File: config.mk
export PLATFORM = sky130hd
export DESIGN_NAME = dcache_flush_ctrl
export DESIGN_NICKNAME = d
export VERILOG_FILES = /design/src/rtl/dcache_flush_ctrl.sv
export SDC_FILE = /design/constraint.sdc
export NUM_CORES = 1
export LEC_CHECK = 0
export ABC_AREA = 1
export BUFFER_PORTS_ARGS = -buffer_cell sky130_fd_sc_hd__buf_4
export CORE_UTILIZATION = 46
export DETAILED_ROUTE_END_ITERATION = 6
export PLACE_DENSITY = 0.83
export REMOVE_ABC_BUFFERS = 1
export SLEW_MARGIN = 25
export SYNTH_ARGS = -nofsm -noshare
export SYNTH_HDL_FRONTEND = slang
export SYNTH_SLANG_ARGS = --single-unit
File: constraint.sdc
create_clock -name clk_i -period 2 [get_ports clk_i]
set_clock_uncertainty 0.15 [all_clocks]
set_input_delay 0 -clock clk_i [delete_from_list [all_inputs] [get_ports clk_i]]
set_output_delay 0 -clock clk_i [all_outputs]
set_load 0.02 [all_outputs]
File: src/rtl/dcache_flush_ctrl.sv
// Data-cache flush engine: optional invalidate sweep after reset, then per-set
// read / scan / writeback of valid+dirty ways / invalidate on each flush request.
// Build option: define DCACHE_FLUSH_WB_PIPELINE_EN for up to 4 writebacks in flight.
module dcache_flush_ctrl #(
    parameter int NUM_SETS = 256,
    parameter int NUM_WAYS = 8
) (
    input  logic                        clk_i,
    input  logic                        rst_ni,
    input  logic                        flush_i,
    output logic                        flush_ack_o,
    input  logic                        stall_i,
    input  logic                        init_ni,
    output logic                        busy_o,
    output logic                        cpu_block_o,
    output logic                        meta_req_o,
    output logic                        meta_we_o,
    output logic [$clog2(NUM_SETS)-1:0] meta_idx_o,
    input  logic [NUM_WAYS-1:0]         meta_valid_i,
    input  logic [NUM_WAYS-1:0]         meta_dirty_i,
    output logic                        wb_req_o,
    input  logic                        wb_gnt_i,
    output logic [$clog2(NUM_SETS)-1:0] wb_idx_o,
    output logic [$clog2(NUM_WAYS)-1:0] wb_way_o,
    input  logic                        wb_done_i
);

    localparam int SET_W = $clog2(NUM_SETS);
    localparam int WAY_W = $clog2(NUM_WAYS);
    localparam logic [SET_W-1:0] LAST_SET = SET_W'(NUM_SETS - 1);

    typedef enum logic [2:0] {
        INIT,
        IDLE,
        RD,
        SCAN,
        WB,
        INV,
        DRAIN,
        ACK
    } state_t;

    state_t               state_q, state_d;
    logic [SET_W-1:0]     set_q, set_d;
    logic [NUM_WAYS-1:0]  mask_q, mask_d;
    logic [2:0]           outst_q, outst_d;
    logic                 sweep_q, sweep_d;

    logic [NUM_WAYS-1:0]  low_oh;
    logic                 wb_allow;
    logic                 wb_issue;
    logic                 wb_take;

    function automatic logic [WAY_W-1:0] onehot_to_way(input logic [NUM_WAYS-1:0] oh);
        logic [WAY_W-1:0] way;
        way = '0;
        for (int i = 0; i < NUM_WAYS; i++) begin
            if (oh[i]) begin
                way = WAY_W'(i);
            end
        end
        return way;
    endfunction

    // Isolate the lowest pending way: x & (-x).
    assign low_oh = mask_q & (~mask_q + NUM_WAYS'(1));

`ifdef DCACHE_FLUSH_WB_PIPELINE_EN
    assign wb_allow = (outst_q < 3'd4);
`else
    assign wb_allow = (outst_q == 3'd0);
`endif

    assign wb_issue = (state_q == WB) && (mask_q != '0) && wb_allow;
    assign wb_take  = wb_issue && wb_gnt_i;

    always_ff @(posedge clk_i or negedge rst_ni) begin
        if (!rst_ni) begin
            state_q <= INIT;
            set_q   <= '0;
            mask_q  <= '0;
            outst_q <= '0;
            sweep_q <= 1'b0;
        end else begin
            state_q <= state_d;
            set_q   <= set_d;
            mask_q  <= mask_d;
            outst_q <= outst_d;
            sweep_q <= sweep_d;
        end
    end

    // A grant and a completion in the same cycle cancel; completion at zero is dropped.
    always_comb begin
        outst_d = outst_q;
        if (wb_take && !wb_done_i) begin
            outst_d = outst_q + 3'd1;
        end else if (!wb_take && wb_done_i && (outst_q != 3'd0)) begin
            outst_d = outst_q - 3'd1;
        end
    end

    always_comb begin
        state_d     = state_q;
        set_d       = set_q;
        mask_d      = mask_q;
        sweep_d     = sweep_q;
        flush_ack_o = 1'b0;
        meta_req_o  = 1'b0;
        meta_we_o   = 1'b0;
        meta_idx_o  = '0;
        wb_req_o    = 1'b0;
        wb_idx_o    = '0;
        wb_way_o    = '0;

        case (state_q)
            INIT: begin
                // First cycle out of reset only decides; the sweep starts on the next one.
                if (!sweep_q) begin
                    if (init_ni) begin
                        state_d = IDLE;
                    end else begin
                        sweep_d = 1'b1;
                    end
                end else begin
                    meta_req_o = 1'b1;
                    meta_we_o  = 1'b1;
                    meta_idx_o = set_q;
                    set_d      = set_q + SET_W'(1);
                    if (set_q == LAST_SET) begin
                        sweep_d = 1'b0;
                        state_d = IDLE;
                    end
                end
            end
            IDLE: begin
                if (flush_i) begin
                    set_d   = '0;
                    state_d = RD;
                end
            end
            RD: begin
                meta_req_o = 1'b1;
                meta_idx_o = set_q;
                state_d    = SCAN;
            end
            SCAN: begin
                mask_d  = meta_valid_i & meta_dirty_i;
                state_d = ((meta_valid_i & meta_dirty_i) != '0) ? WB : INV;
            end
            WB: begin
                wb_req_o = wb_issue;
                wb_idx_o = set_q;
                wb_way_o = onehot_to_way(low_oh);
                if (wb_take) begin
                    mask_d = mask_q & ~low_oh;
                end
                if (mask_d == '0) begin
                    state_d = INV;
                end
            end
            INV: begin
                meta_req_o = 1'b1;
                meta_we_o  = 1'b1;
                meta_idx_o = set_q;
                set_d      = set_q + SET_W'(1);
                state_d    = (set_q == LAST_SET) ? DRAIN : RD;
            end
            DRAIN: begin
                if (outst_q == 3'd0) begin
                    state_d = ACK;
                end
            end
            ACK: begin
                flush_ack_o = 1'b1;
                state_d     = IDLE;
            end
            default: begin
                state_d = INIT;
            end
        endcase
    end

    assign busy_o      = (state_q != IDLE) || (outst_q != 3'd0);
    assign cpu_block_o = stall_i || (state_q != IDLE);

endmodule

; Word level (Yosys, flattened, before mapping)
; Index checks and enable logic that the tools add are counted.
[totals]
ff_bits = 23
wordCells = 87
[classes]
add_sub_neg = 4
eq_ne = 15
muxes = 36
n_bitwise = 5
n_reduce_logical = 22
[op_table]
columns = operator, count
row1 = 3-bit 2-to-1 mux, 16
row2 = 8-bit 2-to-1 mux, 6
row3 = 8-bit one-hot mux with 2 select lines, 2
row4 = 8-bit AND, 3
row5 = 3-bit one-hot mux with 8 select lines, 1
row6 = 8-bit one-hot mux with 3 select lines, 1
row7 = 8-bit by 1-bit adder with 8-bit output (second input constant), 2
row8 = 8-bit inverter, 2
row9 = 8-bit nonzero test, 2
row10 = 3-bit == test (second input constant), 4
row11 = 8-bit == test (second input constant), 1
row12 = 8-bit logical NOT, 1
row13 = 1-bit 2-to-1 mux, 8
row14 = 3-bit by 2-bit == test with 1-bit output (second input constant), 2
row15 = 1-bit logical AND, 6
row16 = 3-bit logical NOT, 2
row17 = 2-bit inequality test (second input constant), 3
row18 = 3-bit inequality test (second input constant), 2
row19 = 3-bit nonzero test, 2
row20 = 5-bit AND reduction, 1
row21 = 1-bit one-hot mux with 2 select lines, 2
row22 = 2-bit nonzero test, 2
row23 = 3-bit by 1-bit adder with 3-bit output (second input constant), 1
row24 = 3-bit by 1-bit == test with 1-bit output (second input constant), 1
row25 = 7 further kinds, 9

; Logic depth before layout (Yosys ltp)
[logic_depth]
ltp_word = 11
depth_mapped = 12

; Worst setup path after synthesis
; No wires, ideal clock.
[synth_path]
path_kind = register -> register
startpoint = register outst_q[0]
endpoint = register outst_q[2]
arrival_time_ns = 1.761
required_time_ns = 1.722
setup_slack_ns = -0.039
path_stages_with_launch = 11
n_path_buf = 0
synth_period_minus_slack_ns = 2.039
path_cell_list = dfrtp_1 -> inv_1 -> nand3_1 -> nor2_8 -> nand3_2 -> nor2_2 -> inv_2 -> fa_1 -> nor2_1 -> a21oi_1 -> xor2_1
[synth_between]
elab_chain_len = 7
elab_cells_between_ends = 13
classes_between = 2 x add/sub / 2 x mux / 9 x reduce/logical
[synth_rtl]
columns = item, line_no
row1 = from (decl), 46  ; logic [2:0] outst_q, outst_d;
row2 = from (signal assigned), 88  ; outst_q <= outst_d;
row3 = "parallel branches: the longest is 7 deep, another holds 3-bit by 1-bit subtractor with 3-bit output", --
; Parallel ways; which one is timed is not known. The select of a mux whose other input is x is not followed.
; A chain may end at the register's enable or synchronous reset.

; Worst setup path after layout
[layout_path]
startpoint = register state_q[1]
endpoint = output meta_idx_o[7]
[layout_between]
elab_chain_len = 3
elab_cells_between_ends = 5
classes_between = 2 x eq/ne / 1 x mux / 2 x reduce/logical
[layout_rtl]
columns = item, line_no
row1 = from (decl), 43  ; state_t state_q, state_d;
row2 = from (signal assigned), 85  ; state_q <= state_d;
row3 = 3-bit == test or 3-bit by 2-bit == test with 1-bit output (tied branches), 116  ; case (state_q)
row4 = 2-bit OR reduction (no line), --
row5 = 8-bit one-hot mux with 2 select lines *, 116
row6 = to (decl), 18  ; output logic [$clog2(NUM_SETS)-1:0] meta_idx_o,
; Mark *: on every way between the ends. The rest lies on a longest branch, timed or not.

==> impl_metrics.ini <==
[status]
status = finished, violations left
violations = setup timing

[critical_path]
reg2reg_from = state_q[1]
critPathMaxFanout = 8
worstSetupEndpoint = meta_idx_o[7]
worst-setup-path-type = register to output pin
ff2ff_setup_slack_ns = 0.02
crit_start = state_q[1]
critPathArrivalTime_ns = 1.88
crit_required_ns = 1.85
critPathCaptureType = output pin
reg2reg_depth = 11
startpoint_type = register
rr_endpoint = state_q[1]

[placed_design]
placedCellCount = 342
dpl_cell_area_um2 = 2130
hpwlAfterDp_um = 3170
io_buffer_count = 47
place_ws_ns = -0.0172
gp_congestion = 0.956

[cells_and_area]
final_area_um2 = 2530
nNetsFinal = 354
mostFrequentLayoutCells = buf_4 (58), nand2_1 (50), inv_1 (29)
final_common_cell = buf_4
drive_gt1_share_pct = 33.8
postLayoutCoreUtil_pct = 75.7
area_growth_pct = 56.5
diodes = 0
fin_cells = 374

[synth]
synth_cell_types = 32
synth_edf_count = 0
synth-xor-area-share_pct = 1.63
netlist.top_cell.by_area = dfrtp_1
ys_ff_latch = 23
synth_top_area_share_pct = 35.7
synthArstFlopShare_pct = 100
synth_top_family_by_area = simple AND/OR/NAND/NOR gates
synthMuxAreaShare_pct = 0
synth_area_leaders = dfrtp_1 (36%), nand2_1 (12%), nor2_1 (8.8%)
yosysWarnings = 0
ys.flop_type = dfrtp_1
synth-compound-area-share_pct = 13.2
synthAdderAreaFrac_pct = 2.02
avgSynthCellArea_um2 = 6.84
synthCells = 236
ys_seq_area_share_pct = 35.7
synthSimpleGateAreaFrac_pct = 37.1
synthesis.area_um2 = 1610

[clocking]
clkTransAtPathRegs_ns = 0.12
clk_latency_ns = 0.31
root_buffer = clkbuf_4
htree_levels = 1
cts_sinks = 23
tritoncts = done
numCtsBuffers = 3
clockBufferDepth = 2

[pwr]
swShare_pct = 50.7
leakage_nw = 1.26
power_mw = 3.64
vdd_drop_max_uv = 812
clockPowerShare_pct = 5.8
internal_power_mw = 1.79
p_switching_mw = 1.85
powerDensity_nw_per_um2 = 1440
p_comb_share_pct = 72.1
seqPwrFrac_pct = 22.1

[sta]
whs_ns = 0.0753
layout_setup_ws_ns = -0.0268
setup_tns_ns = -0.0749
fmaxAchievable_ghz = 0.493
min_period_ns = 2.03
fin_crit_sh_pct = 101
rsz0062_at_grt = yes
drv_slew = 0
setup_viol = 6
worst_slew_pin_slew_ns = 0.518
hold_viol = 0
max_slew_margin_pct = 65.5

[global_route]
antenna_found_initial = 0
overflow = 0
grt_pass1_vias = 1629
grt.total_usage_pct = 25.1
grt_max_degree = 24
grt_first_pass_wirelength_um = 6980

[route]
first_pass_iters = 5
viasPerCell = 5.16
drt_first_iter_violations = 100
wire_per_inst_um = 13.1
wirelength_um = 4880
drc = 0
ant_nets = 0
vias = 1930

[floorplanning]
ioPinCount = 48
die_h_um = 61.2
core_area_um2 = 3340
die_x_um = 61.2
initial_core_util_pct = 48.4
rows = 21
dieArea_um2 = 3750

[worst_hold_path]
worst_hold_path_type = input port to register

[flow_run]
maxCapViolCount = 0
==> power groups by stage <==
| stage | Combinational [mW] | Clock, mW | Sequential [mW] |
|---|---|---|---|
| floorplan | 1.42 | 0 | 0.818 |
| global placement | 2.18 | 0 | 0.798 |
| detailed placement | 2.22 | 0 | 0.805 |
| CTS | 2.27 | 0.220 | 0.796 |
| global route | 2.87 | 0.245 | 0.825 |
| finish | 2.62 | 0.211 | 0.805 |
==> routing by layer <==
| layer | track usage (%) | vias to the layer above | share of wire (%) |
|---|---|---|---|
| li1 | - | 942 | - |
| met1 | 32.4 | 874 | 42 |
| met2 | 43.0 | 94 | 49 |
| met3 | 3.99 | 20 | 6.0 |
| met4 | 8.12 | 0 | 2.9 |
| met5 | 0 | - | 0 |
==> how the worst min path moves through the flow <==
stage,from,to,slack [ns],cells past startpoint
2_1_floorplan,rst_ni,mask_q[0],-0.45,0
3_3_place_gp,rst_ni,mask_q[6],-0.24,1
3_5_place_dp,rst_ni,mask_q[4],-0.23,1
4_1_cts,meta_valid_i[7],state_q[0],0.05,8
5_1_grt,meta_valid_i[7],state_q[0],0.08,8
6_report,meta_valid_i[7],state_q[0],0.08,8
==> cell usage after synthesis, types with 2 or more instances <==
cell type	count
inv_2	7
nor3_1	4
a21oi_1	17
clkinv_1	6
xor2_1	3
nor2_2	3
inv_1	30
o22ai_1	9
a211oi_1	2
nand3_1	5
nand2_2	4
o21ai_0	2
nand4_1	9
dfrtp_1	23
nand3_2	2
or2_1	2
clkbuf_1	2
nor2_1	38
nand2_1	51
o21ai_1	4
nor2_4	2
==> worst max-delay path: stages, from the launching register on <==
cell and delay (ns):
dfrtp_1 0.43, buf_6 0.13, inv_2 0.03, or2_1 0.23, nand2_1 0.07, o21ai_1 0.06, o21ai_1 0.15, inv_2 0.18
nor2_2 0.16, buf_6 0.12
==> cell families after synthesis <==
family / Yosys count
flops: 23
buf+inv: 45
compound gates: 37
simple gates: 126
xor+xnor: 3
fa+ha+maj: 2
==> repair_timing <==
action	in CTS	in global routing
endpoints found under the hold margin	37	0
cloned	0	0
buffers inserted	1	5
hold buffers	22	0
pin swaps	2	12
gates resized for setup	2	31
setup endpoints to repair	1	11
==> area by class of cell <==
class,instances,area (um2)
clock buffer,4,26.3
fill,236,811
inverter,43,165
multi-input combinational,168,938
sequential,23,576
tap,46,57.6
timing repair buffer,90,763
==> sequential cells by signal, summed over array words and instances, names as in the netlist <==
| name | cells |
|---|---|
| mask_q | 8 |
| set_q | 8 |
| outst_q | 3 |
| state_q | 3 |
| sweep_q | 1 |
Note: power is estimated with default switching activity, not from simulation.
